## src/rtl/clock_monitor_pkg.sv

```systemverilog
// Shared definitions for the clock monitor.
// Holds the FSM state encoding used by clock_monitor (IDLE/ARM/HIGH/LOW).
package clock_monitor_pkg;

  localparam logic [1:0] IDLE = 2'd0;
  localparam logic [1:0] ARM  = 2'd1;
  localparam logic [1:0] HIGH = 2'd2;
  localparam logic [1:0] LOW  = 2'd3;

endpackage

```

## src/rtl/clock_monitor_if.sv

```systemverilog
// Signal bundle between a clock monitor and whoever drives/observes it.
//   en, clk_in            : enable and monitored clock into the monitor
//   period, high_time     : last measured rise-to-rise / rise-to-fall counts
//   meas_valid            : one-cycle pulse on each new measurement
//   per_err, hi_err       : range flags for the last measurement
//   stuck                 : no edge seen for the timeout window
//   err_count             : saturating count of erroneous measurements
// master = stimulus/observer side, slave = monitor side.
interface clock_monitor_if #(
  parameter int CNT_W = 16
);
  logic             en;
  logic             clk_in;
  logic [CNT_W-1:0] period;
  logic [CNT_W-1:0] high_time;
  logic             meas_valid;
  logic             per_err;
  logic             hi_err;
  logic             stuck;
  logic [7:0]       err_count;

  modport master (
    output en, clk_in,
    input  period, high_time, meas_valid, per_err, hi_err, stuck, err_count
  );

  modport slave (
    input  en, clk_in,
    output period, high_time, meas_valid, per_err, hi_err, stuck, err_count
  );
endinterface

```

## src/rtl/clock_monitor_sync_edge_det.sv

```systemverilog
// Synchronizer plus edge detector for a single asynchronous input.
//   clk  : sampling clock
//   rst  : asynchronous active-low reset (all flops clear to 0)
//   din  : asynchronous input
//   rise : one-cycle strobe on a synchronized 0->1 transition
//   fall : one-cycle strobe on a synchronized 1->0 transition
// rise and fall both derive from the same (sync, prev) pair, so they can
// never be asserted together.
module sync_edge_det #(
  parameter int SYNC_STAGES = 2
) (
  input  logic clk,
  input  logic rst,
  input  logic din,
  output logic rise,
  output logic fall
);

  logic [SYNC_STAGES-1:0] sync_q;
  logic                   prev;

  always_ff @(posedge clk or negedge rst) begin
    if (!rst) begin
      sync_q <= '0;
      prev   <= 1'b0;
    end else begin
      sync_q <= {sync_q[SYNC_STAGES-2:0], din};
      prev   <= sync_q[SYNC_STAGES-1];
    end
  end

  assign rise = sync_q[SYNC_STAGES-1] & ~prev;
  assign fall = ~sync_q[SYNC_STAGES-1] & prev;

endmodule

```

## src/rtl/clock_monitor.sv

```systemverilog
// Oversampling clock monitor.
// Measures each rise-to-rise period and rise-to-fall high time of clk_in in
// clk cycles, flags out-of-range values, counts erroneous measurements and
// detects a stuck (edge-less) clk_in.
//   clk : reference clock (only clock domain)
//   rst : asynchronous active-low reset
//   mon : slave side of clock_monitor_if (en/clk_in in, results out)
module clock_monitor
  import clock_monitor_pkg::*;
#(
  parameter int CNT_W       = 16,
  parameter int SYNC_STAGES = 2,
  parameter int PER_MIN     = 8,
  parameter int PER_MAX     = 12,
  parameter int HI_MIN      = 1,
  parameter int HI_MAX      = 3,
  parameter int TIMEOUT     = 1024
) (
  input  logic           clk,
  input  logic           rst,
  clock_monitor_if.slave mon
);

  logic             rise, fall;
  logic [1:0]       state;
  logic [CNT_W-1:0] cnt, hi_lat;
  logic [CNT_W-1:0] period_q, high_time_q;
  logic             valid_q, per_err_q, hi_err_q, stuck_q;
  logic [7:0]       err_count_q;
  logic             per_bad, hi_bad, timeout;

  sync_edge_det #(.SYNC_STAGES(SYNC_STAGES)) u_sync (
    .clk  (clk),
    .rst  (rst),
    .din  (mon.clk_in),
    .rise (rise),
    .fall (fall)
  );

  // Range checks on the values that are about to be published.
  assign per_bad = (cnt < CNT_W'(PER_MIN)) || (cnt > CNT_W'(PER_MAX));
  assign hi_bad  = (hi_lat < CNT_W'(HI_MIN)) || (hi_lat > CNT_W'(HI_MAX));
  // cnt keeps climbing (saturating) after a timeout, so >= keeps stuck
  // asserted without needing to rearm the counter.
  assign timeout = (cnt >= CNT_W'(TIMEOUT)) && !rise && !fall;

  always_ff @(posedge clk or negedge rst) begin
    if (!rst) begin
      state       <= IDLE;
      cnt         <= '0;
      hi_lat      <= '0;
      period_q    <= '0;
      high_time_q <= '0;
      valid_q     <= 1'b0;
      per_err_q   <= 1'b0;
      hi_err_q    <= 1'b0;
      stuck_q     <= 1'b0;
      err_count_q <= '0;
    end else begin
      valid_q <= 1'b0;
      if (rise) stuck_q <= 1'b0;

      if (!mon.en) begin
        // Disabled: drop any partial measurement, keep published results.
        state  <= IDLE;
        cnt    <= '0;
        hi_lat <= '0;
      end else begin
        if (rise)          cnt <= CNT_W'(1);
        else if (cnt != '1) cnt <= cnt + 1'b1;

        case (state)
          IDLE: state <= ARM;
          ARM: begin
            if (rise)         state   <= HIGH;
            else if (timeout) stuck_q <= 1'b1;
          end
          HIGH: begin
            // A rise here means the fall was lost; restart as from ARM.
            if (rise) state <= HIGH;
            else if (fall) begin
              hi_lat <= cnt;
              state  <= LOW;
            end else if (timeout) begin
              stuck_q <= 1'b1;
              state   <= ARM;
            end
          end
          LOW: begin
            if (rise) begin
              period_q    <= cnt;
              high_time_q <= hi_lat;
              valid_q     <= 1'b1;
              per_err_q   <= per_bad;
              hi_err_q    <= hi_bad;
              if ((per_bad || hi_bad) && err_count_q != 8'hFF)
                err_count_q <= err_count_q + 8'd1;
              state <= HIGH;
            end else if (timeout) begin
              stuck_q <= 1'b1;
              state   <= ARM;
            end
          end
          default: state <= IDLE;
        endcase
      end
    end
  end

  assign mon.period     = period_q;
  assign mon.high_time  = high_time_q;
  assign mon.meas_valid = valid_q;
  assign mon.per_err    = per_err_q;
  assign mon.hi_err     = hi_err_q;
  assign mon.stuck      = stuck_q;
  assign mon.err_count  = err_count_q;

endmodule

```

## src/flat_wrapper.sv

```systemverilog
// flat-port wrapper written by rule: the top's interface ports become plain ports
module clock_monitor_flat import clock_monitor_pkg::*;
#(
  parameter int CNT_W       = 16,
  parameter int SYNC_STAGES = 2,
  parameter int PER_MIN     = 8,
  parameter int PER_MAX     = 12,
  parameter int HI_MIN      = 1,
  parameter int HI_MAX      = 3,
  parameter int TIMEOUT     = 1024
)
  (clk, rst, mon_en, mon_clk_in, mon_period, mon_high_time, mon_meas_valid, mon_per_err, mon_hi_err, mon_stuck, mon_err_count);
  clock_monitor_if #(.CNT_W(CNT_W)) mon_i ();
  input  logic clk;
  input  logic rst;
  input wire logic [$bits(mon_i.en)-1:0] mon_en;
  input wire logic [$bits(mon_i.clk_in)-1:0] mon_clk_in;
  output wire logic [$bits(mon_i.period)-1:0] mon_period;
  output wire logic [$bits(mon_i.high_time)-1:0] mon_high_time;
  output wire logic [$bits(mon_i.meas_valid)-1:0] mon_meas_valid;
  output wire logic [$bits(mon_i.per_err)-1:0] mon_per_err;
  output wire logic [$bits(mon_i.hi_err)-1:0] mon_hi_err;
  output wire logic [$bits(mon_i.stuck)-1:0] mon_stuck;
  output wire logic [$bits(mon_i.err_count)-1:0] mon_err_count;
  assign mon_i.en = mon_en;
  assign mon_i.clk_in = mon_clk_in;
  assign mon_period = mon_i.period;
  assign mon_high_time = mon_i.high_time;
  assign mon_meas_valid = mon_i.meas_valid;
  assign mon_per_err = mon_i.per_err;
  assign mon_hi_err = mon_i.hi_err;
  assign mon_stuck = mon_i.stuck;
  assign mon_err_count = mon_i.err_count;
  clock_monitor #(.CNT_W(CNT_W), .SYNC_STAGES(SYNC_STAGES), .PER_MIN(PER_MIN), .PER_MAX(PER_MAX), .HI_MIN(HI_MIN), .HI_MAX(HI_MAX), .TIMEOUT(TIMEOUT)) u_core (.clk(clk), .rst(rst), .mon(mon_i));
endmodule
```

## config.mk

```make
export PLATFORM = sky130hd
export DESIGN_NAME = clock_monitor_flat
export DESIGN_NICKNAME = d
export VERILOG_FILES = /design/src/rtl/clock_monitor_pkg.sv /design/src/rtl/clock_monitor_if.sv /design/src/rtl/clock_monitor_sync_edge_det.sv /design/src/rtl/clock_monitor.sv /design/src/flat_wrapper.sv
export SDC_FILE = /design/constraint.sdc
export NUM_CORES = 1
export LEC_CHECK = 0
export BUFFER_PORTS_ARGS = -buffer_cell sky130_fd_sc_hd__buf_2
export CORE_ASPECT_RATIO = 1.4
export CORE_MARGIN = 2
export CORE_UTILIZATION = 47
export DETAILED_ROUTE_END_ITERATION = 10
export PLACE_DENSITY_LB_ADDON = 0.25
export SLEW_MARGIN = 20
export SYNTH_ARGS = -nofsm -noshare
export SYNTH_HDL_FRONTEND = slang
export SYNTH_SLANG_ARGS = --single-unit
export TNS_END_PERCENT = 1
```

## constraint.sdc

```tcl
create_clock -name clk -period 2 [get_ports clk]
set_input_delay 0.1 -clock clk [delete_from_list [all_inputs] [get_ports clk]]
set_output_delay 0.1 -clock clk [all_outputs]
set_load 0.1 [all_outputs]
```

==> results by group <==
Status
  – Result of the run: completed

Global route
  – Global-route wire length before repair: 12.4 mm
  – Vias in the first global route: 2539
  – Tot GR Track Use: 19.5%
  – Initial antenna violation count: 0
  – Leftover overflow at the end of global routing: 0
  – Maximum number of pins on one net before global-route repair: 32

Route
  – Met2 Wirelength: 3.58 mm
  – Routed wl met3: 260 µm
  – Number of DRC violations after detailed routing: 0
  – Length of routed wiring on met1: 3.08 mm
  – Vias per inst: 5.25
  – Average wire length per cell after detail routing: 14.8 µm
  – Top layer reached by signal wires: met4
  – DRC violation total after the first TritonRoute iteration: 139
  – Routed Antenna Nets: 0
  – Final WL: 7.14 mm
  – Vias post-DR: 2538
  – Total iterations of the first detailed-routing run: 4

CTS
  – Root buffer cell: sky130_fd_sc_hd__clkbuf_8
  – Clk Latency, worst-skew pair: 0.36 ns
  – TritonCTS buffer count: 9
  – CTS tree: yes
  – Clock buffer depth: 2
  – Number of buffers inserted for hold repair after clock tree synthesis: 3
  – Number of clock sinks: 81
  – Register clock-pin slew on the reported worst setup and hold paths: 0.08 ns
  – Post-cts gate resize count: 0
  – Total setup buffers inserted after CTS: 0
  – Count of H-tree levels built during CTS: 3

Placed design
  – Dpl hpwl: 5.26 mm
  – Number of buffers inserted by port buffering: 47
  – Area of placed instances: 4050 µm²
  – Last weighted congestion value of the routability-driven placer: 0.804

Power and ir drop
  – Power per standard cell area: 742 nW/µm²
  – Static leakage power: 0.00215 µW
  – Total chip power: 3170 µW
  – Maximum vdd drop: 0.373 mV

Synth
  – Yosys warns: 0
  – Proportion of synthesized chip area in sequential cells: 57.3%
  – Net count of the mapped netlist: 315
  – Dominant synthesized flop cell: sky130_fd_sc_hd__dfrtp_1
  – Mean post-synth cell area: 11.5 µm²
  – Library cell with the largest summed area after synthesis: sky130_fd_sc_hd__dfrtp_1
  – Cell count after synthesis: 308
  – Number of enable flip-flop cells after synthesis: 0
  – Distinct cells, synth: 43
  – Fraction of post-synthesis cell area in the top cell type by area: 57.3%
  – Post-synthesis register bit count: 81
  – Area of the mapped netlist: 3540 µm²
  – Biggest area contributors in the synthesized netlist: sky130_fd_sc_hd__dfrtp_1 57%, sky130_fd_sc_hd__mux2_2 10%, sky130_fd_sc_hd__nand2_1 4.6%
  – Async set-or-reset flop fraction in the synthesized netlist: 100%

Setup path
  – Crit path buffers/inverters: 1
  – Top cell family by delay on the critical path: simple AND/OR/NAND/NOR gates
  – Reg2Reg Launch Point: u_core.cnt[12]
  – Crit. End Element: flip-flop
  – Critical path data required time: 2.29 ns
  – Arrival time worst endpoint: 2.16 ns
  – Worst r2r dst: u_core.mon.err_count[5]
  – Worst setup path category: reg -> reg
  – Setup slack, reg-to-reg: 0.13 ns
  – Peak fanout along the critical path: 7
  – Nature of the critical path startpoint: flip-flop
  – Cell depth of the worst flop-to-flop path: 6
  – Highest cell delay on the worst timing path: 0.42 ns
  – Master of the slowest instance on the critical path: sky130_fd_sc_hd__or3_1
  – Cells along the critical path: nor4_2 -> nand2_1 -> or3_1 -> buf_4 -> o2111ai_1 -> xnor2_1

STA
  – Final setup fails: 0
  – Max-slew violation count: 0
  – WHS: 0.203 ns
  – Setup repair after global routing missed its margin: false
  – Min Clock Period, post-route: 1.87 ns
  – Transition time of the tightest slew-check pin: 0.579 ns
  – Clock tree skew after final layout: 0.00820 ns
  – Number of hold violations in the final report: 0
  – Relative max-transition margin: 61.4%
  – Peak Freq: 535 MHz
  – Total Neg Setup Slack: 0 ns
  – Period utilization: 93.4%

Die
  – Initial core utilization: 48.4%
  – Height of the die: 107 µm
  – Num rows: 37
  – Width of the die: 77.3 µm
  – Die footprint: 8250 µm²
  – I/O pin total: 48
  – Area of the core: 7310 µm²

Final layout
  – Layout cells sized above 1: 33.9%
  – Util after Layout: 58.5%
  – Cell area after layout: 4280 µm²
  – Count of fill cells added during filler insertion: 647
  – Net total in the final layout: 388
  – Diode count: 0
  – Area grow syn2layout: 20.9%

Run
  – Maximum capacitance violations: 0

Min path
  – Worst min-delay path category: in -> async
worst register-to-register path, cell delays in order, from the launching register on:
cell and delay (ns):
sky130_fd_sc_hd__dfrtp_1 0.39, sky130_fd_sc_hd__nor4_2 0.35, sky130_fd_sc_hd__nand2_1 0.11, sky130_fd_sc_hd__or3_1 0.42
sky130_fd_sc_hd__buf_4 0.18, sky130_fd_sc_hd__o2111ai_1 0.21, sky130_fd_sc_hd__xnor2_1 0.14
Yosys cell counts (3+ instances only):
library cell and number:
sky130_fd_sc_hd__nand3_1 8, sky130_fd_sc_hd__buf_2 3, sky130_fd_sc_hd__a21oi_1 6, sky130_fd_sc_hd__a21boi_0 16
sky130_fd_sc_hd__dfrtp_1 81, sky130_fd_sc_hd__inv_1 4, sky130_fd_sc_hd__mux2_2 32, sky130_fd_sc_hd__o2111ai_1 4
sky130_fd_sc_hd__nand4_1 4, sky130_fd_sc_hd__clkbuf_1 11, sky130_fd_sc_hd__and4_1 3, sky130_fd_sc_hd__xnor2_1 13
sky130_fd_sc_hd__nor4_1 3, sky130_fd_sc_hd__nor3_1 5, sky130_fd_sc_hd__o21ai_0 3, sky130_fd_sc_hd__a31oi_1 4
sky130_fd_sc_hd__nor3b_1 3, sky130_fd_sc_hd__nor2_1 21, sky130_fd_sc_hd__a211oi_1 3, sky130_fd_sc_hd__ha_1 3
sky130_fd_sc_hd__and3_1 5, sky130_fd_sc_hd__nand2_1 43
per-stage QoR:
| step | cells | setup slack (ns) |
|---|---|---|
| after floorplan | 308 | 0.0413 |
| after global placement | 464 | 0.148 |
| after detailed placement | 464 | 0.123 |
| after CTS | 483 | 0.103 |
| after global routing | 483 | 0.0181 |
| final | 483 | 0.132 |
power breakdown:
group / total (µW) / switching, µW / internal [µW]
Sequential: 1690 / 24.8 / 1670
Combinational: 276 / 215 / 60.1
Clock: 1210 / 567 / 642
Total: 3170 / 807 / 2370
final cells by class:
class                   instances  area (µm²)  share of cell area [%]
repair buffers                 78         490                    11.5
multi-input cells             207        1420                    33.1
inverters                       4        15.0                   0.351
clock buffers                  13         159                    3.71
well taps                      97         121                    2.84
clock inverters                 3        40.0                   0.936
flip-flops and latches         81        2030                    47.6
registers in the layout (all words and copies together), names as in the netlist:
name	count
u_core.mon.hi_err	1
u_core.state	2
u_core.mon.err_count	8
u_core.mon.meas_valid	1
u_core.u_sync.prev	1
u_core.cnt	16
u_core.u_sync.sync_q	2
u_core.mon.high_time	16
u_core.mon.per_err	1
u_core.hi_lat	16
u_core.mon.period	16
u_core.mon.stuck	1
how the worst max path moves through the flow:
stage,start,endpoint,slack [ns],cells past startpoint
floorplan,u_core.cnt[12],u_core.mon.err_count[1],0.04,6
global placement,u_core.cnt[12],u_core.mon.err_count[5],0.15,6
detailed placement,u_core.cnt[12],u_core.mon.err_count[1],0.12,5
CTS,u_core.cnt[12],u_core.mon.err_count[5],0.10,6
global route,u_core.cnt[3],u_core.mon.err_count[7],0.02,6
finish,u_core.cnt[12],u_core.mon.err_count[5],0.13,6
layer usage:
metal  global-route usage [%]  up-vias
met3                     3.37       18
li1                         -     1227
met1                     23.7     1234
met4                     11.2        0
met2                     32.5       59
met5                        0        -
kinds of logic (layout without fill, tap and decap cells):
family                   after synthesis  count (layout)  synth area share, %
AO/OA/AOI/OAI                         47              47                 9.48
XOR/XNOR                              14              14                 3.47
adder cells (fa/ha/maj)                3               3                 1.06
buffers and inverters                 20              98                 2.65
flip-flops                            81              81                 57.3
multiplexers                          35              35                 11.1
AND/OR/NAND/NOR                      108             108                 15.0
cells in the final DEF, fill, tap and decap left out, types with 5 or more instances in the layout:
cell type	synthesis	final
sky130_fd_sc_hd__a21boi_0	16	16
sky130_fd_sc_hd__clkbuf_8	0	11
sky130_fd_sc_hd__mux2_2	32	32
sky130_fd_sc_hd__a21oi_1	6	6
sky130_fd_sc_hd__buf_4	0	28
sky130_fd_sc_hd__buf_2	3	46
sky130_fd_sc_hd__dfrtp_1	81	75
sky130_fd_sc_hd__nand2_1	43	43
sky130_fd_sc_hd__dfrtp_2	0	6
sky130_fd_sc_hd__nor2_1	21	21
sky130_fd_sc_hd__nor3_1	5	5
sky130_fd_sc_hd__and3_1	5	5
sky130_fd_sc_hd__xnor2_1	13	13
sky130_fd_sc_hd__nand3_1	8	8
No activity file was read; power rests on OpenSTA's default activity.
